### src/rtl/tl45_pkg.sv
// Shared definitions for the tl45 operand-fetch stage: opcodes, sizes and FSM states.
package tl45_pkg;

    localparam int REG_W = 4;

    localparam logic [4:0] OP_NOP = 5'h00;
    localparam logic [4:0] OP_ADD = 5'h01;
    localparam logic [4:0] OP_SUB = 5'h02;
    localparam logic [4:0] OP_BR  = 5'h0C;

    typedef enum logic [0:0] {
        ST_RUN  = 1'b0,
        ST_WAIT = 1'b1
    } state_e;

endpackage

### src/rtl/tl45_regfile.sv
// Architectural register file: two asynchronous read ports, one synchronous write port.
// Register 0 always reads as zero and is never written.
module tl45_regfile
    import tl45_pkg::*;
#(
    parameter int DATA_W = 32,
    parameter int NREG   = 16
) (
    input  logic              i_clk,
    input  logic              i_reset,
    input  logic [REG_W-1:0]  i_rd_addr_a,
    input  logic [REG_W-1:0]  i_rd_addr_b,
    output logic [DATA_W-1:0] o_rd_data_a,
    output logic [DATA_W-1:0] o_rd_data_b,
    input  logic              i_wr_en,
    input  logic [REG_W-1:0]  i_wr_addr,
    input  logic [DATA_W-1:0] i_wr_data
);

    logic [DATA_W-1:0] regs_q [NREG];
    logic [DATA_W-1:0] regs_d [NREG];

    // Next register contents: apply the single write port, keep r0 pinned at zero.
    always_comb begin
        regs_d = regs_q;
        if (i_wr_en && (i_wr_addr != {REG_W{1'b0}})) begin
            regs_d[i_wr_addr] = i_wr_data;
        end else begin
            regs_d = regs_q;
        end
        regs_d[0] = {DATA_W{1'b0}};
    end

    // Register storage with synchronous active-low clear.
    always_ff @(posedge i_clk) begin
        if (!i_reset) begin
            for (int i = 0; i < NREG; i++) begin
                regs_q[i] <= {DATA_W{1'b0}};
            end
        end else begin
            regs_q <= regs_d;
        end
    end

    assign o_rd_data_a = (i_rd_addr_a == {REG_W{1'b0}}) ? {DATA_W{1'b0}} : regs_q[i_rd_addr_a];
    assign o_rd_data_b = (i_rd_addr_b == {REG_W{1'b0}}) ? {DATA_W{1'b0}} : regs_q[i_rd_addr_b];

endmodule

### src/rtl/tl45_opfetch.sv
// Operand-fetch stage: reads the register file, resolves forwarding and loads the
// registered operand buffer feeding execute, inserting bubbles on load-use hazards.
module tl45_opfetch
    import tl45_pkg::*;
#(
    parameter int DATA_W = 32,
    parameter int NREG   = 16
) (
    input  logic              i_clk,
    input  logic              i_reset,
    input  logic              i_pipe_stall,
    input  logic              i_pipe_flush,
    output logic              o_pipe_stall,
    output logic              o_pipe_flush,
    input  logic [4:0]        i_opcode,
    input  logic [REG_W-1:0]  i_dr,
    input  logic [REG_W-1:0]  i_sr1,
    input  logic [REG_W-1:0]  i_sr2,
    input  logic              i_use_imm,
    input  logic [DATA_W-1:0] i_imm,
    input  logic [3:0]        i_jmp_cond,
    input  logic [DATA_W-1:0] i_pc,
    input  logic [REG_W-1:0]  i_of_reg,
    input  logic [DATA_W-1:0] i_of_val,
    input  logic [REG_W-1:0]  i_wb_reg,
    input  logic [DATA_W-1:0] i_wb_val,
    input  logic [REG_W-1:0]  i_ld_busy_reg,
    output logic [4:0]        o_opcode,
    output logic [REG_W-1:0]  o_dr,
    output logic [3:0]        o_jmp_cond,
    output logic [DATA_W-1:0] o_sr1_val,
    output logic [DATA_W-1:0] o_sr2_val,
    output logic [DATA_W-1:0] o_target_offset,
    output logic [DATA_W-1:0] o_pc
);

    logic [DATA_W-1:0] rf_a_s;
    logic [DATA_W-1:0] rf_b_s;
    logic [DATA_W-1:0] sr1_res_s;
    logic [DATA_W-1:0] sr2_res_s;
    logic              hazard_s;

    state_e            state_q, state_d;
    logic [4:0]        opcode_q, opcode_d;
    logic [REG_W-1:0]  dr_q, dr_d;
    logic [3:0]        jmp_cond_q, jmp_cond_d;
    logic [DATA_W-1:0] sr1_val_q, sr1_val_d;
    logic [DATA_W-1:0] sr2_val_q, sr2_val_d;
    logic [DATA_W-1:0] target_q, target_d;
    logic [DATA_W-1:0] pc_q, pc_d;

    // Execute-stage forward wins over the writeback port, which wins over stored state.
    function automatic logic [DATA_W-1:0] resolve(
        input logic [REG_W-1:0]  idx,
        input logic [REG_W-1:0]  of_reg,
        input logic [DATA_W-1:0] of_val,
        input logic [REG_W-1:0]  wb_reg,
        input logic [DATA_W-1:0] wb_val,
        input logic [DATA_W-1:0] rf_val
    );
        logic [DATA_W-1:0] res;
        if (idx == {REG_W{1'b0}}) begin
            res = {DATA_W{1'b0}};
        end else if (idx == of_reg) begin
            res = of_val;
        end else if (idx == wb_reg) begin
            res = wb_val;
        end else begin
            res = rf_val;
        end
        return res;
    endfunction

    tl45_regfile #(
        .DATA_W (DATA_W),
        .NREG   (NREG)
    ) u_regfile (
        .i_clk       (i_clk),
        .i_reset     (i_reset),
        .i_rd_addr_a (i_sr1),
        .i_rd_addr_b (i_sr2),
        .o_rd_data_a (rf_a_s),
        .o_rd_data_b (rf_b_s),
        .i_wr_en     (i_wb_reg != {REG_W{1'b0}}),
        .i_wr_addr   (i_wb_reg),
        .i_wr_data   (i_wb_val)
    );

    assign hazard_s = (i_ld_busy_reg != {REG_W{1'b0}}) &&
                      ((i_ld_busy_reg == i_sr1) || (!i_use_imm && (i_ld_busy_reg == i_sr2)));

    assign sr1_res_s = resolve(i_sr1, i_of_reg, i_of_val, i_wb_reg, i_wb_val, rf_a_s);
    assign sr2_res_s = i_use_imm ? i_imm
                                 : resolve(i_sr2, i_of_reg, i_of_val, i_wb_reg, i_wb_val, rf_b_s);

    assign o_pipe_stall = i_pipe_stall | hazard_s;
    assign o_pipe_flush = i_pipe_flush;

    // Next buffer contents and FSM state: flush > stall > hazard bubble > capture.
    always_comb begin
        state_d    = state_q;
        opcode_d   = opcode_q;
        dr_d       = dr_q;
        jmp_cond_d = jmp_cond_q;
        sr1_val_d  = sr1_val_q;
        sr2_val_d  = sr2_val_q;
        target_d   = target_q;
        pc_d       = pc_q;

        case (state_q)
            ST_RUN:  state_d = hazard_s ? ST_WAIT : ST_RUN;
            ST_WAIT: state_d = hazard_s ? ST_WAIT : ST_RUN;
            default: state_d = ST_RUN;
        endcase

        if (i_pipe_flush) begin
            state_d    = ST_RUN;
            opcode_d   = OP_NOP;
            dr_d       = {REG_W{1'b0}};
            jmp_cond_d = 4'h0;
            sr1_val_d  = {DATA_W{1'b0}};
            sr2_val_d  = {DATA_W{1'b0}};
            target_d   = {DATA_W{1'b0}};
            pc_d       = {DATA_W{1'b0}};
        end else if (i_pipe_stall) begin
            state_d = state_q;
        end else if (hazard_s) begin
            opcode_d   = OP_NOP;
            dr_d       = {REG_W{1'b0}};
            jmp_cond_d = 4'h0;
            sr1_val_d  = {DATA_W{1'b0}};
            sr2_val_d  = {DATA_W{1'b0}};
            target_d   = {DATA_W{1'b0}};
            pc_d       = {DATA_W{1'b0}};
        end else begin
            opcode_d   = i_opcode;
            dr_d       = i_dr;
            jmp_cond_d = i_jmp_cond;
            pc_d       = i_pc;
            sr1_val_d  = sr1_res_s;
            if (i_opcode == OP_BR) begin
                sr2_val_d = {DATA_W{1'b0}};
                target_d  = i_imm;
            end else begin
                sr2_val_d = sr2_res_s;
                target_d  = {DATA_W{1'b0}};
            end
        end
    end

    // Operand buffer and FSM state registers.
    always_ff @(posedge i_clk) begin
        if (!i_reset) begin
            state_q    <= ST_RUN;
            opcode_q   <= OP_NOP;
            dr_q       <= {REG_W{1'b0}};
            jmp_cond_q <= 4'h0;
            sr1_val_q  <= {DATA_W{1'b0}};
            sr2_val_q  <= {DATA_W{1'b0}};
            target_q   <= {DATA_W{1'b0}};
            pc_q       <= {DATA_W{1'b0}};
        end else begin
            state_q    <= state_d;
            opcode_q   <= opcode_d;
            dr_q       <= dr_d;
            jmp_cond_q <= jmp_cond_d;
            sr1_val_q  <= sr1_val_d;
            sr2_val_q  <= sr2_val_d;
            target_q   <= target_d;
            pc_q       <= pc_d;
        end
    end

    assign o_opcode        = opcode_q;
    assign o_dr            = dr_q;
    assign o_jmp_cond      = jmp_cond_q;
    assign o_sr1_val       = sr1_val_q;
    assign o_sr2_val       = sr2_val_q;
    assign o_target_offset = target_q;
    assign o_pc            = pc_q;

endmodule

### config.mk
export PLATFORM = sky130hd
export DESIGN_NAME = tl45_opfetch
export DESIGN_NICKNAME = d
export VERILOG_FILES = /design/src/rtl/tl45_pkg.sv /design/src/rtl/tl45_regfile.sv /design/src/rtl/tl45_opfetch.sv
export SDC_FILE = /design/constraint.sdc
export NUM_CORES = 2
export LEC_CHECK = 0
export CAP_MARGIN = 20
export CELL_PAD_IN_SITES_DETAIL_PLACEMENT = 1
export CELL_PAD_IN_SITES_GLOBAL_PLACEMENT = 2
export CORE_MARGIN = 2
export CORE_UTILIZATION = 36
export DETAILED_ROUTE_END_ITERATION = 10
export PLACE_DENSITY = 0.92
export SETUP_SLACK_MARGIN = 0.15
export SLEW_MARGIN = 5
export SYNTH_ARGS = -nofsm -noshare
export SYNTH_HDL_FRONTEND = slang
export SYNTH_SLANG_ARGS = --single-unit
### constraint.sdc
create_clock -name i_clk -period 2.3 [get_ports i_clk]
set_clock_uncertainty 0.2 [all_clocks]
set_input_delay 0.345 -clock i_clk [delete_from_list [all_inputs] [get_ports i_clk]]
set_output_delay 0.345 -clock i_clk [all_outputs]
set_load 0.05 [all_outputs]
-- Yosys cells after proc, flatten, opt, wreduce, memory -nomap -nowiden
Cells that the tools add are included.
W data, S select, Z words.
- bits in latches: 0
- register bits after elaboration: 621
- ROM bits: 0
- memories kept: 0
- input port bits: 166
- memory bits (writable): 0
- logic and storage cells: 73
- divide/modulo/power cells: 0
- $add $sub $neg: 0
- shifts and indexed selects: 0
- bitwise operators: 5
- mux-type cells: 25
- equal/unequal tests: 7
- magnitude comparators: 4
- $mul: 0
- reductions and logical operators: 10
- operators by type and width (cell ; number):
    $mux W32 ; 18
    $bwmux W512 ; 1
    $bmux W32 S4 ; 2
    $demux W32 S4 ; 1
    $eq A4 B4 Y1 ; 6
    $ge A5 B5 Y1 const B ; 3
    $not A4 Y5 ; 3
    $logic_not A4 Y1 ; 2
    $mux W4 ; 2
    $reduce_bool A4 Y1 ; 2
    $eq A5 B4 Y1 const B ; 1
    $lt A5 B1 Y1 const B ; 1
    $mux W5 ; 1
    $logic_and A1 B1 Y1 ; 3
    $reduce_or A2 Y1 ; 1
    $logic_not A1 Y1 ; 1
    $logic_or A1 B1 Y1 ; 1
    $not A1 Y1 ; 1
    $or A1 B1 Y1 ; 1

-- Logic depth before layout (Yosys ltp)
- word-level depth: 10
- gate-level depth with buffers: 9
- mapped depth without buffers: 5

-- By module
A second synthesis with hierarchy kept.
- cell total of the unflattened synthesis: 3346
- area total of the unflattened synthesis: 31529.0 um^2
- by module, submodules not included (module ; cells each ; sequential area each (um^2) ; area each (um^2) ; times used):
    tl45_regfile ; 2761 ; 9609.2 ; 25335.5 ; 1
    tl45_opfetch ; 585 ; 2822.7 ; 6193.4 ; 1

-- Worst setup path before layout
No wires, ideal clock.
- path kind: input port to output port
- from: input i_sr1[3]
- to: output o_pipe_stall
- slack: -91 ps
- arrival: 1846 ps
- data required time: 1755 ps
- buffers on the path: 3
- stages on the path: 7
- cells stage by stage: buf_4 -> or2_2 -> o21ai_1 -> nand2_1 -> clkbuf_1 -> buf_2 -> nand2_1
- longest elaborated chain between the ends: 4
- ends and longest elaborated chain (item ; RTL line ; source):
    start, declared ; tl45_opfetch.sv:17 ; input logic [REG_W-1:0] i_sr1,
    $eq A4 B4 Y1 ; tl45_opfetch.sv:90 ; ((i_ld_busy_reg == i_sr1) || (!i_use_imm && (i_ld_busy_reg == i_sr2)));
    $logic_or A1 B1 Y1 ; tl45_opfetch.sv:90 ;
    $logic_and A1 B1 Y1 ; tl45_opfetch.sv:89 ; assign hazard_s = (i_ld_busy_reg != {REG_W{1'b0}}) &&
    $or A1 B1 Y1 ; tl45_opfetch.sv:96 ; assign o_pipe_stall = i_pipe_stall | hazard_s;
    end, declared ; tl45_opfetch.sv:13 ; output logic o_pipe_stall,
Every way passes these cells.

-- Worst setup path after layout
- from: input i_sr1[0]
- to: output o_pipe_stall
Same word-level chain as after synthesis.

==> impl_metrics.py <==
metrics = {
    "outcome": {
        "failing_checks": "setup timing",
        "outcome": "finished with violations",
    },
    "final_layout": {
        "layout-drive-gt1-share_pct": 22.5,
        "design.final.nets": 4276,
        "fillers": 10200,
        "area_used_by_multi_input_combinational_logic_mm2": 0.0187,
        "postLayoutCellArea_mm2": 0.0424,
        "layout-area-overhead-vs-synth_pct": 29.2,
        "area.sequential_mm2": 0.0124,
        "final_cell_mix": "1099 x sky130_fd_sc_hd__nand2_1, 621 x sky130_fd_sc_hd__dfxtp_1, 423 x sky130_fd_sc_hd__a21boi_0, 271 x sky130_fd_sc_hd__buf_4, 200 x sky130_fd_sc_hd__mux2_2",
        "mostFrequentLayoutCell": "sky130_fd_sc_hd__nand2_1",
    },
    "global_route": {
        "grt_pass1_wl_mm": 221,
        "grt_overflow": 0,
        "combined_global_route_utilization_of_all_metal_layers_pct": 31.1,
        "maximum_number_of_pins_on_one_net_before_global_route_repair": 136,
        "first_global_vias": 33200,
        "initial_antenna_violation_count": 6,
    },
    "routing": {
        "detail-route-antenna-nets": 0,
        "drc": 0,
        "wire_per_inst_um": 28.4,
        "first_iter_violations": 3752,
        "wirelength_mm": 152,
        "drt_pass1_iterations": 6,
        "vias": 32900,
        "avgViaCountPerCell": 6.17,
    },
    "worst_setup_path": {
        "crit_required_ns": 1.75,
        "critPathKind": "input pin to primary output",
        "critical_path.startpoint_type": "input pin",
        "worst-endpoint-arrival_ns": 1.76,
        "worstPathMaxFanout": 5,
        "cp-end-kind": "primary output",
        "ff2ff_path_depth": 7,
    },
    "min_path": {
        "min_path_cells": 3,
        "class_of_the_worst_hold_path": "input pin to flop",
    },
    "floorplanning": {
        "initial_core_util_pct": 36.4,
        "die_h_um": 306,
        "die_area_mm2": 0.0936,
        "core.rowCount": 110,
        "boundaryPins": 309,
        "floorplan.core_area_mm2": 0.0901,
        "floorplan.die.width_um": 306,
    },
    "power_and_ir_drop": {
        "cellPowerDensity_mw_per_mm2": 644,
        "peakVddDrop_v": 0.000499,
        "logic_gate_share_of_total_power_pct": 15.7,
        "p_int_mw": 19.7,
        "p_switching_mw": 7.64,
        "pwr-share-clk_pct": 43.3,
        "power_switching_share_pct": 28.0,
        "fin_total_pwr_mw": 27.3,
        "power.static_leakage_nw": 15.6,
        "sequentialPowerShare_pct": 41.0,
    },
    "synth": {
        "ys.warnings.count": 0,
        "postSynthRegisterBits": 621,
        "ys.flop_type": "sky130_fd_sc_hd__dfxtp_1",
        "adder_cell_share_of_the_synthesized_area_pct": 0,
        "synth_simple_gate_area_share_pct": 16.5,
        "syn-num-nets": 3918,
        "synthXorXnorAreaFrac_pct": 0.587,
        "proportion_of_synthesized_area_in_mux_cells_pct": 16.2,
        "syn-instance-count": 3752,
        "area_fraction_in_compound_gates_after_synthesis_pct": 22.8,
        "async_reset_ff_share_pct": 0,
        "number_of_enable_flip_flop_cells_after_synthesis": 0,
        "ys_types": 60,
        "dominant_combinational_cell_family_by_area_after_synthesis": "compound AO/OA/AOI/OAI gates",
        "synth_area_mm2": 0.0328,
        "synth_sequential_area_ratio_pct": 37.9,
        "synth_area_per_cell_um2": 8.75,
    },
    "sta": {
        "timing.final.ws_setup_ns": -0.00851,
        "setup_violations": 1,
        "final_min_period_over_clock_period_pct": 100,
        "tightestPinTransition_ns": 0.957,
        "timing.slew.headroom_pct": 35.9,
        "rsz0062_at_grt": "true",
        "maxClockFrequency_mhz": 433,
        "post-route-min-period_ns": 2.31,
        "slew_violations": 0,
        "finalHoldViolCount": 0,
    },
    "clocking": {
        "cts_max_path_buffers": 3,
        "clock-root-buffer": "sky130_fd_sc_hd__clkbuf_16",
        "clock_tree_from_tritoncts": "yes",
        "path_clk_slew_ns": 0.06,
        "numCtsBuffers": 70,
        "numClockSinks": 621,
        "clk_latency_ns": 0.63,
        "cts_max_level": 3,
    },
    "flow_run": {
        "max-cap-violations": 0,
    },
    "place": {
        "dp.final_hpwl_mm": 102,
        "port-buffer-count": 308,
        "detailed_place.area_mm2": 0.0399,
        "routabilityCongestion": 0.902,
    },
}
## worst max-delay path, stage by stage
cell and delay (ns):
sky130_fd_sc_hd__buf_6 0.13, sky130_fd_sc_hd__buf_12 0.13, sky130_fd_sc_hd__xor2_1 0.14, sky130_fd_sc_hd__nor3_2 0.27
sky130_fd_sc_hd__buf_4 0.19, sky130_fd_sc_hd__buf_4 0.14, sky130_fd_sc_hd__nand2_8 0.07, sky130_fd_sc_hd__buf_12 0.14
sky130_fd_sc_hd__nand2_4 0.06, sky130_fd_sc_hd__buf_12 0.13
## final cells by class
| class | instances | share of cell area [%] |
|---|---|---|
| Timing Repair Buffer | 690 | 17.3 |
| Multi-Input combinational cell | 2696 | 44.1 |
| Sequential cell | 621 | 29.3 |
| Antenna cell | 4 | 0.0236 |
| Tap cell | 1176 | 3.47 |
| Inverter | 31 | 0.274 |
| Clock inverter | 22 | 0.682 |
| Clock buffer | 95 | 4.86 |
## what timing repair did
item,4_1_cts,5_1_grt
pin swaps,4,6
setup endpoints to repair,131,10
resized for setup,161,18
buffers inserted,2,12
endpoints found under the hold margin,6,0
gates cloned,0,2
hold buffers,1,0
## worst paths after layout
| check | slack (ns) | start | endpoint |
|---|---|---|---|
| hold reg to reg | 0.26 | o_target_offset[12]$_SDFFE_PP0N_ | o_target_offset[12]$_SDFFE_PP0N_ |
| hold / removal | 0.05 | i_pipe_stall | o_sr2_val[25]$_SDFFE_PP0N_ |
| setup / recovery | -0.009 | i_sr1[0] | o_pipe_stall |
| setup reg to reg | 0.15 | u_regfile.regs_q[455]$_SDFFE_PN0P_ | o_sr2_val[7]$_SDFFE_PP0N_ |
## logic make-up (layout without fill, tap and decap cells)
group / Yosys count / after routing
DFF: 621 / 621
xor gates and xnor gates: 22 / 22
and+or+nand+nor: 1346 / 1346
other: 0 / 4
buffers and inverters: 435 / 838
muxes: 381 / 381
AOI/OAI and AO/OA: 947 / 947
## state kept, by name, summed over array words and instances, names as in the netlist
name              flops
o_opcode              5
u_regfile.regs_q    480
o_sr2_val            32
o_sr1_val            32
o_jmp_cond            4
o_pc                 32
o_target_offset      32
o_dr                  4
## power by group through the flow
| stage | Combinational (mW) | Sequential [mW] | Clock (mW) |
|---|---|---|---|
| global placement | 4.06 | 11.4 | 0 |
| CTS | 4.13 | 11.2 | 11.9 |
| finish | 4.28 | 11.2 | 11.8 |
| detailed placement | 4.12 | 11.4 | 0 |
| global route | 4.42 | 11.2 | 12.3 |
| floorplan | 1.93 | 11.6 | 0 |
## per-layer routing
layer	wire [um]	part of all wire, %	GRT usage, %	up-vias
li1	-	-	-	14000
met1	59500	39	39.2	16600
met2	69700	46	50.3	1833
met3	14600	9.6	6.48	456
met4	7720	5.1	15.6	4
met5	28	0.018	0	-
## synth_stat cells, types with 25 or more instances
master,number,area [um2]
sky130_fd_sc_hd__o22ai_1,68,425
sky130_fd_sc_hd__dfxtp_1,621,12400
sky130_fd_sc_hd__clkbuf_1,286,1070
sky130_fd_sc_hd__nand2_1,1104,4140
sky130_fd_sc_hd__buf_2,68,340
sky130_fd_sc_hd__o21a_1,32,240
sky130_fd_sc_hd__a221oi_1,33,289
sky130_fd_sc_hd__a32oi_1,45,394
sky130_fd_sc_hd__a21boi_1,57,428
sky130_fd_sc_hd__nor2_1,110,413
sky130_fd_sc_hd__inv_1,31,116
sky130_fd_sc_hd__a221oi_2,31,465
sky130_fd_sc_hd__mux2i_1,75,751
sky130_fd_sc_hd__a21oi_1,33,165
sky130_fd_sc_hd__nand4_1,72,450
sky130_fd_sc_hd__mux2_2,200,2250
sky130_fd_sc_hd__o221ai_1,42,368
sky130_fd_sc_hd__a222oi_1,32,320
sky130_fd_sc_hd__mux4_2,97,2180
sky130_fd_sc_hd__buf_4,25,188
sky130_fd_sc_hd__a21boi_0,423,3180
sky130_fd_sc_hd__a22oi_1,34,255
sky130_fd_sc_hd__o21ai_0,46,230
## stage by stage
stage / TNS, ns / hold slack, ns / utilization (%) / instances / setup WS (ns)
after floorplan: 0 / 0.241 / - / 3752 / 0.178
after global placement: -45.19 / 0.252 / 44.3 / 5197 / -0.403
after detailed placement: -78.33 / 0.261 / 44.3 / 5197 / -0.459
after CTS: 0 / 0.0297 / 46.8 / 5317 / 0.0308
after global routing: 0 / 0.0504 / 47.0 / 5334 / 0.00689
final: -0.00851 / 0.0452 / 47.0 / 5335 / -0.00851
No activity file was read; power rests on OpenSTA's default activity.
